`src/rtl/rf_write_arbiter.sv`:
```
// Two-port round-robin arbiter in front of the register file's single write port.
// The winning request is registered and presented to the register file one cycle after acceptance.
module rf_write_arbiter #(
  parameter int DATA_W = 64,
  parameter int ADDR_W = 5,
  parameter int CNT_W  = 16
) (
  input  logic              clk,
  input  logic              reset,
  input  logic              a_valid,
  output logic              a_ready,
  input  logic [ADDR_W-1:0] a_rd,
  input  logic [DATA_W-1:0] a_data,
  input  logic              b_valid,
  output logic              b_ready,
  input  logic [ADDR_W-1:0] b_rd,
  input  logic [DATA_W-1:0] b_data,
  output logic              rf_we,
  output logic [ADDR_W-1:0] rf_rd,
  output logic [DATA_W-1:0] rf_wdata,
  output logic [CNT_W-1:0]  conflict_cnt
);

  typedef enum logic {GNT_A = 1'b0, GNT_B = 1'b1} port_e;

  port_e last_grant;
  logic  both_valid;
  logic  grant_a;
  logic  grant_b;
  logic  we_q;

  // Grants depend only on the valids and registered pointer, never on rf_* outputs.
  always_comb begin
    both_valid = a_valid && b_valid;
    grant_a    = 1'b0;
    grant_b    = 1'b0;
    if (!reset) begin
      if (both_valid) begin
        grant_a = (last_grant == GNT_B);
        grant_b = (last_grant == GNT_A);
      end else begin
        grant_a = a_valid;
        grant_b = b_valid;
      end
    end
  end

  assign a_ready = grant_a;
  assign b_ready = grant_b;

  // A reset arriving while a write is being presented squashes that write immediately.
  assign rf_we = we_q && !reset;

  always_ff @(posedge clk) begin
    if (reset) begin
      we_q         <= 1'b0;
      rf_rd        <= '0;
      rf_wdata     <= '0;
      last_grant   <= GNT_B;
      conflict_cnt <= '0;
    end else begin
      // x0 writes are accepted and consume the grant but never reach the register file.
      we_q <= (grant_a && (a_rd != '0)) || (grant_b && (b_rd != '0));
      if (grant_a) begin
        rf_rd      <= a_rd;
        rf_wdata   <= a_data;
        last_grant <= GNT_A;
      end else if (grant_b) begin
        rf_rd      <= b_rd;
        rf_wdata   <= b_data;
        last_grant <= GNT_B;
      end
      if (both_valid && (conflict_cnt != {CNT_W{1'b1}}))
        conflict_cnt <= conflict_cnt + {{(CNT_W-1){1'b0}}, 1'b1};
    end
  end

endmodule

```
`config.mk`:
```
export PLATFORM = sky130hd
export DESIGN_NAME = rf_write_arbiter
export DESIGN_NICKNAME = d
export VERILOG_FILES = /design/src/rtl/rf_write_arbiter.sv
export SDC_FILE = /design/constraint.sdc
export NUM_CORES = 1
export LEC_CHECK = 0
export CAP_MARGIN = 15
export CORE_MARGIN = 3
export CORE_UTILIZATION = 25
export CTS_CLUSTER_SIZE = 16
export DETAILED_ROUTE_END_ITERATION = 12
export PLACE_DENSITY = 0.69
export SKIP_LAST_GASP = 1
export SLEW_MARGIN = 20
export SYNTH_ARGS = -nofsm -noshare
export SYNTH_HDL_FRONTEND = slang
export SYNTH_SLANG_ARGS = --single-unit
```
`constraint.sdc`:
```
create_clock -name clk -period 1.9 [get_ports clk]
set_input_delay 0.19 -clock clk [delete_from_list [all_inputs] [get_ports clk]]
set_output_delay 0.19 -clock clk [all_outputs]
set_load 0.05 [all_outputs]
```
-- Word-level counts from Yosys, hierarchy flattened
Cells that the tools add are included.
Widths: inputs -> output; s select.
- flip-flop bits (word level): 87
- bits of input ports: 142
- word-level logic and storage cells: 28
- output and inout bits: 88
- eq/ne operators: 1
- reductions and logical operators: 10
- mux-type cells: 10
- $add $sub $neg: 1
- bitwise logic cells: 1
- operator list (cell ; count):
    $mux 64 ; 2
    $add 16x1->16 const B ; 1
    $ne 16x16->1 const B ; 1
    $mux 5 ; 2
    $reduce_bool 5->1 ; 2
    $mux 1 ; 6
    $logic_and 1x1->1 ; 5
    $reduce_bool 2->1 ; 1
    $logic_not 1->1 ; 1
    $logic_or 1x1->1 ; 1
    $not 1->1 ; 1

-- Logic depth before layout (Yosys ltp)
Gate-level depths: netlist (run 1).
- depth after elaboration: 5
- gate-level depth with buffers: 7
- mapped depth without buffers: 5

-- Worst setup path before layout (run 1)
Ideal clock, no wire load.
- kind: register to register
- start: reg conflict_cnt[2]
- end: reg conflict_cnt[15]
- setup slack: -0.127 ns
- cell stages (with the launch flop): 6
- arrival time: 1.903 ns
- required time: 1.777 ns
- period minus slack after synthesis: 2.027 ns
- path buffers: 1
- library setup time: 0.123 ns
- cell sequence: dfxtp_1 nand4_1 or3_1 buf_2 nor4_1 mux2_1
- word-level cells in the longest chain between the ends: 2
- elaborated cells between the ends (all ways): 3
- those cells by class: 1 x add/sub; 1 x eq/ne; 1 x reduce/logical
- RTL lines (what ; line ; text):
    from (decl) ; 21 ; output logic [CNT_W-1:0] conflict_cnt
    from (signal assigned) ; 74 ; conflict_cnt <= conflict_cnt + {{(CNT_W-1){1'b0}}, 1'b1};
    branches (longest 2 deep; another with $add 16x1->16) ; -- ;
Parallel ways; which one is timed is not known.
A chain may end at the register's enable or synchronous reset.

-- Final worst setup path (run 1)
- start: in a_valid
- end: out a_ready
- word-level cells in the longest chain between the ends: 3
- RTL lines (what ; line ; text):
    from (decl) ; 10 ; input logic a_valid,
    $logic_and 1x1->1 ; 34 ; both_valid = a_valid && b_valid;
    $mux 1 (*) ; 38 ; if (both_valid) begin
    $mux 1 (*) ; 37 ; if (!reset) begin
    to (decl) ; 11 ; output logic a_ready,
Every way passes the cells marked *; elsewhere a longest branch is shown, timed or not.

==> results of run 1 <==
-- cells in the mapped netlist --
library cell,number,area [µm²]
a21oi_1,61,305
or3b_2,1,8.76
nor2_1,25,93.8
and3_1,2,12.5
a211oi_1,20,150
o31ai_1,7,52.6
ha_1,1,12.5
inv_2,1,3.75
o41ai_1,1,8.76
o21ai_0,8,40.0
nand3_1,5,25.0
mux2i_1,20,200
nand2_1,58,218
nor4_1,3,18.8
dfxtp_1,87,1740
buf_1,1,3.75
or3_1,8,50.1
or4_1,8,60.1
buf_2,11,55.1
nor4_4,1,21.3
a22oi_1,49,368
and4_1,2,17.5
mux2_2,1,11.3
nor2b_1,3,18.8
mux2_1,1,11.3
clkbuf_1,23,86.3
o311ai_0,1,8.76
o21ai_1,1,5.00
nor3_1,2,10.0
inv_1,4,15.0
nand4_1,6,37.5
a211o_1,1,8.76
-- worst reg2reg max path: stages, from the launching register on --
cell	delay, ns
dfxtp_1	0.45
nand4_1	0.27
nor3_1	0.51
nor4_1	0.15
mux2_2	0.30
-- state kept, by name, summed over array words and instances (netlist names) --
register      cells
we_q              1
rf_wdata         64
rf_rd             5
conflict_cnt     16
last_grant        1
-- cell type report --
| type | instances | share of cell area [%] |
|---|---|---|
| repair buffers | 247 | 38.3 |
| multi-input cells | 296 | 26.8 |
| flip-flops and latches | 87 | 26.4 |
| clock buffers | 11 | 3.65 |
| well taps | 180 | 3.38 |
| clock inverters | 5 | 1.22 |
| inverters | 5 | 0.282 |
-- report_power, final --
| group | switching [mW] | internal (mW) | leakage [nW] |
|---|---|---|---|
| combinational | 0.686 | 0.586 | 1.45 |
| clock | 0.719 | 1.19 | 0.156 |
| sequential | 0.0575 | 1.93 | 0.719 |
-- logic make-up (layout without fill, tap and decap cells) --
kind of cell | count (synthesis) | count (layout) | synth area share (%)
buffers and inverters | 40 | 268 | 4.45
muxes | 22 | 22 | 6.05
adders and majority gates | 1 | 1 | 0.340
AOI/OAI and AO/OA | 149 | 149 | 25.7
and+or+nand+nor | 124 | 124 | 16.1
DFF | 87 | 87 | 47.3
-- cells in the final DEF, fill, tap and decap left out, types with 2 or more instances in the layout --
cell type and n:
and4_1 2, a211oi_1 20, buf_12 7, bufinv_16 2, buf_4 14, nand4_1 6, nor2b_1 3, or4_1 8
clkdlybuf4s50_1 223, mux2i_1 20, a21oi_1 61, nor4_1 3, nand2_1 58, nor2_1 25, dfxtp_1 77, a22oi_1 49
nor3_1 2, o21ai_0 8, dfxtp_2 10, bufbuf_16 2, or3_1 8, o31ai_1 7, inv_1 4, clkbuf_16 9
nand3_1 5
-- routing by layer --
layer	share of wire (%)	vias to the layer above	wire length, µm	track usage [%]
met5	0	-	0	0
li1	-	2010	-	-
met1	40	1960	5280	17.7
met4	1.6	0	207	5.55
met2	49	176	6450	26.5
met3	10	15	1340	5.94
-- metrics by stage --
stage,area (µm²),setup TNS (ns)
finish,6660,0
global route,6660,0
CTS,6640,0
detailed placement,6250,-0.454
global placement,6250,-0.0921
floorplan,3690,-0.163
-- worst paths after layout --
path,startpoint,to,slack (ns)
max,a_valid,a_ready,0.06
min,reset,conflict_cnt[5],0.33
max reg2reg,conflict_cnt[11],conflict_cnt[14],0.11
min reg2reg,rf_wdata[11],rf_wdata[11],0.45
-- repair_timing --
| action | CTS | global route |
|---|---|---|
| setup endpoints to repair | 1 | 1 |
| setup buffers | 0 | 1 |
| gates cloned | 2 | 0 |
==> summary.txt, run 1 <==
Outcome
  • Status: finished clean

Logic synthesis
  • Synth Register Bits: 87
  • Syn nets: 566
  • Gate Count Post-Synth: 423
  • Unique masters post-synth: 32
  • Synthesis Warnings: 0
  • Syn Area/Cell: 8.70 µm²
  • Seq/Total Area, Yosys: 47.3%
  • Post-synthesis instance area: 3680 µm²

Final layout
  • Antenna diode count: 0
  • Multi-input logic area: 1790 µm²
  • Post-route insts no fill: 831
  • Fillers: 1,340
  • Share of cells above drive strength 1: 8.45%
  • Final core occ: 47.0%
  • Layout Nets: 789
  • Synthesis-to-layout area growth: 80.9%
  • Register area: 1750 µm²

STA
  • Fin crit share: 96.6%
  • Fin. Hold Viols: 0
  • RSZ-0062 raised after global routing: no
  • Final setup viols: 0
  • Fmax: 545 MHz
  • Fin. max-slew vios: 0
  • Worst slew pin tran: 0.558 ns
  • Relative slew slack: 62.7%
  • Hold slack: 0.333 ns
  • Min cycle time layout: 1.84 ns
  • Setup ws final: 0.0643 ns
  • Clock skew: 0.00572 ns

Setup path
  • Worst Reg-to-Reg Cells: 4
  • Setup crit start kind: primary input
  • WP depth: 6
  • CP delay by family, top: buffers and inverters
  • Cell-by-cell trace of the critical path: clkdlybuf4s50_1 -> inv_1 -> or3_1 -> inv_2 -> buf_12 -> buf_12
  • Most numerous cell on the critical path: buf_12
  • Critical Path RT: 1.71 ns
  • Critical path's slowest cell: clkdlybuf4s50_1
  • Max stage delay on crit path: 0.52 ns
  • Critical path type: primary input to output pin
  • CP Buf/Inv Count: 5
  • Critical Path AT: 1.65 ns
  • Nature of the critical path endpoint: output pin
  • Crit Path Max Fanout: 13

Flow run
  • Max cap viols: 0

Placement
  • Dpl ws: -0.0838 ns
  • Post-DP HPWL: 9580 µm
  • Placed insts: 812
  • RePlAce Congestion: 0.794
  • Number of port buffers: 229

CTS
  • # resized after CTS: 0
  • H-Tree Level Count: 3
  • Clk sink count: 87
  • CTS buffer count: 9
  • Clock slew at reported path FFs: 0.06 ns
  • Worst-Skew Late Latency: 0.34 ns
  • Root Buffer: clkbuf_16
  • CTS hold repair buffers: 0
  • Clock tree from TritonCTS: done
  • Max clock buf depth: 2

Routing
  • DRC viols: 0
  • Vias: 4,161
  • Routed Antenna Nets: 0
  • DRT Wirelength: 13,300 µm
  • Via-to-Cell Ratio: 5.01
  • DR WL/cell: 16.0 µm
  • First-pass DRT Iterations: 4
  • Iteration-0 DRC Markers: 160

Floorplan
  • Die Width: 127 µm
  • Core ar.: 14,100 µm²
  • IO Count: 230
  • DIE AREA: 16,200 µm²
  • Die Ht: 127 µm
  • Initial core utilization: 26.0%
  • FP Rows: 43

Global route
  • Initial antenna violation count: 0
  • Global Route Usage Sum: 15.5%
  • Global route overflow: 0
  • Largest net degree at the start of global routing: 76
  • Vias in the first global route: 4,093
  • First-pass GRT wire length: 20,300 µm

Pwr
  • Power Density: 777 nW/µm²
  • Peak VDD IR: 0.000362 V
  • Power Total: 5.17 mW
  • Leakage power: 2.32 nW

Worst hold path
  • Worst Hold Depth: 3
  • Worst hold path type: primary input to register
(Power assumes the default switching activity.)
==> run 2, diff against run 1 <==
Settings changed: ABC_AREA set to 1, PLACE_DENSITY 0.69 to 0.64.
==> run 2 against run 1 <==
Effect of this change: setup slack better by 0.030 ns; critical endpoint is now conflict_cnt[8]; clock power is 6% lower; critical path depth is 5 lower; synthesized cell count is 39% higher; register-to-register slack better by 0.21 ns; sequential share of layout area is 0.82 points lower; clock skew hardly changed; power is 1.9% lower; wire length is 4.8% higher; fmax is 1.6% higher; sequential power hardly changed; clock-buffer cell count stayed put.
==> summary.txt, run 2 <==
CTS
  • H-Tree Level Count: 3 (unchanged)
  • Max clock buf depth: 2 (unchanged)
  • Root Buffer: clkbuf_16 (unchanged)
  • CTS hold repair buffers: 0 (unchanged)
  • CTS buffer count: 9 (unchanged)
  • Clock slew at reported path FFs: 0.06 ns (about the same)
  • Setup Buffers After CTS: 0 (unchanged)
  • Clock tree from TritonCTS: done (unchanged)
  • # resized after CTS: 0 (unchanged)
  • Clk sink count: 87 (unchanged)
  • Worst-Skew Late Latency: 0.33 ns (was 0.34 ns)

Logic synthesis
  • Commonest cells in the netlist: 213 x nand2_1, 87 x dfxtp_1, 48 x nor2_1, 47 x o21ai_0, 45 x inv_1 (was 87 x dfxtp_1, 61 x a21oi_1, 58 x nand2_1, 49 x a22oi_1, 25 x nor2_1)
  • Top cell type by total area after synthesis: dfxtp_1 (unchanged)
  • Gate Count Post-Synth: 586 (was 423)
  • Post-synthesis instance area: 3950 µm² (was 3680 µm²)
  • Post-synth top area share: 44.1% (was 47.3%)
  • Main synth FF type: dfxtp_1 (unchanged)
  • Syn nets: 729 (was 566)
  • Asr flop ratio synth: 0% (unchanged)
  • Unique masters post-synth: 23 (was 32)
  • Top cells by area, synth: dfxtp_1 44%, nand2_1 20%, a31oi_1 6.7%, o21ai_0 6.0%, nor2_1 4.6% (was dfxtp_1 47%, a22oi_1 10%, a21oi_1 8.3%, nand2_1 5.9%, mux2i_1 5.4%)
  • Cell with the most instances after synthesis: nand2_1 (was dfxtp_1)
  • Synth Register Bits: 87 (unchanged)
  • Seq/Total Area, Yosys: 44.1% (was 47.3%)
  • Synthesis Warnings: 0 (unchanged)
  • Post-synth EDFFs: 0 (unchanged)
  • Syn Area/Cell: 6.74 µm² (was 8.70 µm²)

Final layout
  • Largest register FFs: 64 (unchanged)
  • Share of cells above drive strength 1: 5.19% (was 8.45%)
  • Biggest register: rf_wdata (unchanged)
  • Antenna diode count: 0 (unchanged)
  • Biggest regs: rf_wdata (64), conflict_cnt (16), rf_rd (5) (unchanged)
  • Most frequent cells in the layout: 225 x clkdlybuf4s50_1, 213 x nand2_1, 87 x dfxtp_1 (was 223 x clkdlybuf4s50_1, 77 x dfxtp_1, 61 x a21oi_1)
  • Commonest non-fill, non-tap cell in the layout: clkdlybuf4s50_1 (unchanged)
  • Synthesis-to-layout area growth: 72.8% (was 80.9%)
  • Layout Nets: 948 (was 789)

STA
  • Fin. max-slew vios: 0 (unchanged)
  • Fin crit share: 95.0% (was 96.6%)
  • Worst slew pin tran: 0.545 ns (was 0.558 ns)
  • RSZ-0062 raised after global routing: no (unchanged)
  • Fin. Hold Viols: 0 (unchanged)
  • Final setup viols: 0 (unchanged)
  • Setup TNS: 0 ns (unchanged)
  • Fmax: 554 MHz (was 545 MHz)
  • Min cycle time layout: 1.81 ns (was 1.84 ns)
  • Clock skew: 0.00529 ns (was 0.00572 ns)
  • Relative slew slack: 63.5% (was 62.7%)

Pwr
  • Power Total: 5.07 mW (was 5.17 mW)
  • Power Density: 744 nW/µm² (was 777 nW/µm²)
  • Leakage power: 2.61 nW (was 2.32 nW)
  • Peak VDD IR: 0.000380 V (was 0.000362 V)

Floorplan
  • FP Rows: 45 (was 43)
  • IO Count: 230 (unchanged)
  • Die Width: 132 µm (was 127 µm)
  • Die Ht: 132 µm (was 127 µm)
  • Core ar.: 15,300 µm² (was 14,100 µm²)
  • DIE AREA: 17,300 µm² (was 16,200 µm²)
  • Initial core utilization: 25.8% (was 26.0%)

Setup path
  • Critical path's slowest cell: clkdlybuf4s50_1 (unchanged)
  • CP Buf/Inv Count: 1 (was 5)
  • Critical Path AT: 1.62 ns (was 1.65 ns)
  • Critical path type: register to output pin (was primary input to output pin)
  • Setup crit start kind: register (was primary input)
  • Cell-by-cell trace of the critical path: clkdlybuf4s50_1 (was clkdlybuf4s50_1 -> inv_1 -> or3_1 -> inv_2 -> buf_12 -> buf_12)
  • Critical Path RT: 1.71 ns (about the same)
  • CP delay by family, top: buffers and inverters (unchanged)
  • Max stage delay on crit path: 0.86 ns (was 0.52 ns)
  • Crit Path Max Fanout: 4 (was 13)
  • Nature of the critical path endpoint: output pin (unchanged)

Routing
  • First-pass DRT Iterations: 5 (was 4)
  • Uppermost layer routed: met4 (unchanged)
  • Iteration-0 DRC Markers: 171 (was 160)
  • Vias: 4,458 (was 4,161)
  • DR WL/cell: 13.6 µm (was 16.0 µm)
  • Met1 WL: 6010 µm (was 5280 µm)
  • Met2 Wirelength: 6630 µm (was 6450 µm)
  • DRT Wirelength: 13,900 µm (was 13,300 µm)
  • DRC viols: 0 (unchanged)
  • Routed Antenna Nets: 0 (unchanged)
  • WL met3: 970 µm (was 1340 µm)
  • Via-to-Cell Ratio: 4.37 (was 5.01)

Global route
  • Largest net degree at the start of global routing: 66 (was 76)
  • First-pass GRT wire length: 22,200 µm (was 20,300 µm)
  • Global Route Usage Sum: 15.8% (was 15.5%)
  • Initial antenna violation count: 0 (unchanged)
  • Vias in the first global route: 4,246 (was 4,093)
  • Global route overflow: 0 (unchanged)

Outcome
  • Status: finished clean (unchanged)

Flow run
  • Max cap viols: 0 (unchanged)

Placement
  • Post-DP HPWL: 10,000 µm (was 9580 µm)
  • Number of port buffers: 229 (unchanged)
  • RePlAce Congestion: 0.826 (was 0.794)

Worst hold path
  • Worst hold path type: primary input to register (unchanged)
-- run 2: cells by family (layout without fill, tap and decap cells) --
family	Yosys count	count (layout)	share of synthesized area [%]
flops	87	87	44.1
simple gates	295	295	29.8
compound gates	121	121	16.7
buf+inv	82	305	9.00
fa+ha+maj	1	1	0.317
-- run 2: area by class of cell --
cell class | instances | area (µm²)
flip-flops and latches | 87 | 1740
inverters | 49 | 184
clock buffers | 11 | 253
well taps | 211 | 264
multi-input cells | 417 | 1850
fillers | 1591 | 8490
clock inverters | 4 | 45.0
repair buffers | 241 | 2480
-- run 2: report_power, final --
| part | internal [mW] | switching, mW |
|---|---|---|
| Clock | 1.08 | 0.723 |
| Sequential | 1.93 | 0.0550 |
| Combinational | 0.568 | 0.714 |
-- run 2: final timing paths --
check	from	end	slack, ns	cells after the start
min	reset	conflict_cnt[4]	0.27	4
min reg2reg	rf_wdata[56]	rf_wdata[56]	0.46	2
max reg2reg	conflict_cnt[0]	conflict_cnt[15]	0.32	6
max	conflict_cnt[8]	conflict_cnt[8]	0.09	1
-- run 2: per-layer routing --
| metal | vias to the layer above | track usage (%) |
|---|---|---|
| met3 | 23 | 4.90 |
| met4 | 0 | 5.95 |
| met1 | 1963 | 18.8 |
| li1 | 2324 | - |
| met2 | 148 | 26.6 |
| met5 | - | 0 |
-- run 2: stage by stage --
step / instance area [µm²] / setup slack [ns] / utilization (%) / hold slack, ns / std cells
after global placement: 6520 / 0.256 / 42.6 / 0.453 / 1005
after CTS: 6820 / 0.0718 / 44.5 / 0.261 / 1020
after global routing: 6820 / 0.0334 / 44.5 / 0.296 / 1020
final: 6820 / 0.0941 / 44.5 / 0.267 / 1020
after floorplan: 3950 / 0.148 / - / 0.331 / 586
after detailed placement: 6520 / 0.211 / 42.6 / 0.455 / 1005
==> run 3, diff against run 2 <==
Settings changed: CTS_CLUSTER_DIAMETER set to 40, PLACE_DENSITY 0.64 to 0.66.
Clock period 1.9 ns to 1.5 ns, I/O delays scaled along.
==> run 3 against run 2 <==
Effect of this change: utilization fell by 0.21 points; final cell count rose by 1.6%; first-iteration DRC count up 2.9%; non-clock buffer count rose by 15; die area did not move; wire length increased by 1.5%; largest cell class unchanged.
==> summary.txt, run 3 (synthesized netlist as in run 2, its figures left out) <==
CTS
  • Clock tree from TritonCTS: done (unchanged)
  • CTS buffer count: 9 (unchanged)
  • H-Tree Level Count: 3 (unchanged)
  • Max clock buf depth: 2 (unchanged)
  • CTS hold repair buffers: 0 (unchanged)
  • Clock slew at reported path FFs: 0.06 ns (about the same)
  • Clk sink count: 87 (unchanged)
  • Root Buffer: clkbuf_16 (unchanged)
  • Worst-Skew Late Latency: 0.34 ns (was 0.33 ns)

Floorplan
  • Core ar.: 15,300 µm² (unchanged)
  • FP Rows: 45 (unchanged)
  • Die Width: 132 µm (unchanged)
  • DIE AREA: 17,300 µm² (unchanged)
  • Initial core utilization: 25.8% (unchanged)
  • IO Count: 230 (unchanged)
  • Die Ht: 132 µm (unchanged)

Placement
  • Post-DP HPWL: 10,500 µm (was 10,000 µm)
  • Placed insts: 1,018 (was 1,005)
  • RePlAce Congestion: 0.805 (was 0.826)
  • Number of port buffers: 229 (unchanged)

Final layout
  • Final core occ: 44.3% (was 44.5%)
  • Layout Nets: 963 (was 948)
  • Biggest register: rf_wdata (unchanged)
  • Biggest regs: rf_wdata (64), conflict_cnt (16), rf_rd (5) (unchanged)
  • Share of cells above drive strength 1: 19.8% (was 5.19%)
  • Most frequent cells in the layout: 211 x nand2_1, 139 x clkdlybuf4s50_1, 107 x buf_4 (was 225 x clkdlybuf4s50_1, 213 x nand2_1, 87 x dfxtp_1)
  • Antenna diode count: 0 (unchanged)
  • Commonest non-fill, non-tap cell in the layout: nand2_1 (was clkdlybuf4s50_1)
  • Synthesis-to-layout area growth: 71.9% (was 72.8%)
  • Post-route insts no fill: 1,036 (was 1,020)
  • Largest register FFs: 64 (unchanged)

STA
  • Relative slew slack: 74.9% (was 63.5%)
  • Fin crit share: 96.7%
  • Clock skew: 0.00894 ns (was 0.00529 ns)
  • Final setup viols: 0 (unchanged)
  • Min cycle time layout: 1.45 ns
  • RSZ-0062 raised after global routing: yes (was no)
  • Fmax: 689 MHz
  • Worst slew pin tran: 0.377 ns (was 0.545 ns)
  • Fin. max-slew vios: 0 (unchanged)
  • Fin. Hold Viols: 0 (unchanged)

Worst hold path
  • Worst hold path type: primary input to register (unchanged)

Global route
  • Global route overflow: 0 (unchanged)
  • Vias in the first global route: 4,370 (was 4,246)
  • Largest net degree at the start of global routing: 34 (was 66)
  • Initial antenna violation count: 0 (unchanged)
  • Global Route Usage Sum: 16.0% (was 15.8%)
  • First-pass GRT wire length: 22,500 µm (was 22,200 µm)

Setup path
  • Critical path's slowest cell: clkdlybuf4s50_1 (unchanged)
  • Crit Path Max Fanout: 6 (was 4)
  • Cell-by-cell trace of the critical path: clkdlybuf4s50_1 -> nand2_2 -> nand3_4 -> inv_4 -> buf_6 -> buf_12 (was clkdlybuf4s50_1)
  • Nature of the critical path endpoint: output pin (unchanged)
  • Max stage delay on crit path: 0.52 ns (was 0.86 ns)
  • Critical Path AT: 1.30 ns (was 1.62 ns)
  • Critical path type: primary input to output pin (was register to output pin)
  • Critical Path RT: 1.35 ns (was 1.71 ns)
  • Setup crit start kind: primary input (was register)

Pwr
  • Leakage power: 2.85 nW (was 2.61 nW)
  • Power Density: 972 nW/µm² (was 744 nW/µm²)
  • Peak VDD IR: 0.000515 V (was 0.000380 V)

Flow run
  • Max cap viols: 0 (unchanged)

Outcome
  • Status: finished clean (unchanged)

Routing
  • Vias: 4,518 (was 4,458)
  • Iteration-0 DRC Markers: 176 (was 171)
  • Via-to-Cell Ratio: 4.36 (was 4.37)
  • DR WL/cell: 13.6 µm (about the same)
  • DRC viols: 0 (unchanged)
  • Routed Antenna Nets: 0 (unchanged)
  • First-pass DRT Iterations: 5 (unchanged)
  • DRT Wirelength: 14,100 µm (was 13,900 µm)
run 3: changes by cell type in the layout (fill, tap and decap cells not counted), sizes merged:
cell | previous run | this run
clkinvlp | 0 | 1
buf | 16 | 116
clkdlybuf4s50 | 225 | 139
dlymetal6s2s | 0 | 1
clkinv | 3 | 2
bufinv | 1 | 2
run 3: path summary, 6_finish.rpt:
path / from / to / slack [ns] / cells past startpoint
worst max-delay path: b_valid / a_ready / 0.05 / 6
worst min-delay path: reset / last_grant / 0.30 / 4
worst max register to register: conflict_cnt[0] / conflict_cnt[8] / 0.14 / 7
worst min register to register: rf_wdata[53] / rf_wdata[53] / 0.46 / 2
run 3: report_power, final:
part	leakage (nW)	internal (mW)	switching, mW
clock network	0.156	1.51	0.961
logic	1.97	0.690	0.914
registers	0.722	2.45	0.0775
total	2.85	4.64	1.95
run 3: final cells by class:
| cell class | count | area (µm²) |
|---|---|---|
| fillers | 1595 | 8530 |
| flip-flops and latches | 87 | 1770 |
| well taps | 211 | 264 |
| clock inverters | 5 | 81.3 |
| multi-input cells | 417 | 1890 |
| inverters | 49 | 189 |
| repair buffers | 256 | 2350 |
| clock buffers | 11 | 243 |
run 3: through the flow:
step / worst slack, ns / instance area (µm²) / TNS [ns] / power (mW) / hold slack (ns)
after floorplan: 0.0434 / 3970 / 0 / 3.41 / 0.291
after global placement: -0.177 / 6390 / -7.84 / 4.17 / 0.451
after detailed placement: -0.202 / 6390 / -9.03 / 4.18 / 0.455
after CTS: -0.00841 / 6750 / -0.00865 / 6.70 / 0.323
after global routing: -0.0299 / 6790 / -0.107 / 6.90 / 0.333
final: 0.0493 / 6790 / 0 / 6.60 / 0.295
run 3: critical path, delay by kind of cell:
kind	cells	cell delay (ns)
simple gates	2	0.25
buf+inv	4	0.88
run 3: what timing repair did:
item	4_1_cts	5_1_grt
cloned	0	0
endpoints found under the setup margin	3	23
setup buffers	2	0
pin swaps	0	0
resized for setup	5	11
run 3: layer usage:
metal	track usage (%)	vias to the layer above	part of all wire, %
met4	4.61	0	1.7
met3	6.66	19	8.5
li1	-	2358	-
met5	0	-	0
met1	18.4	1981	41
met2	27.1	160	48
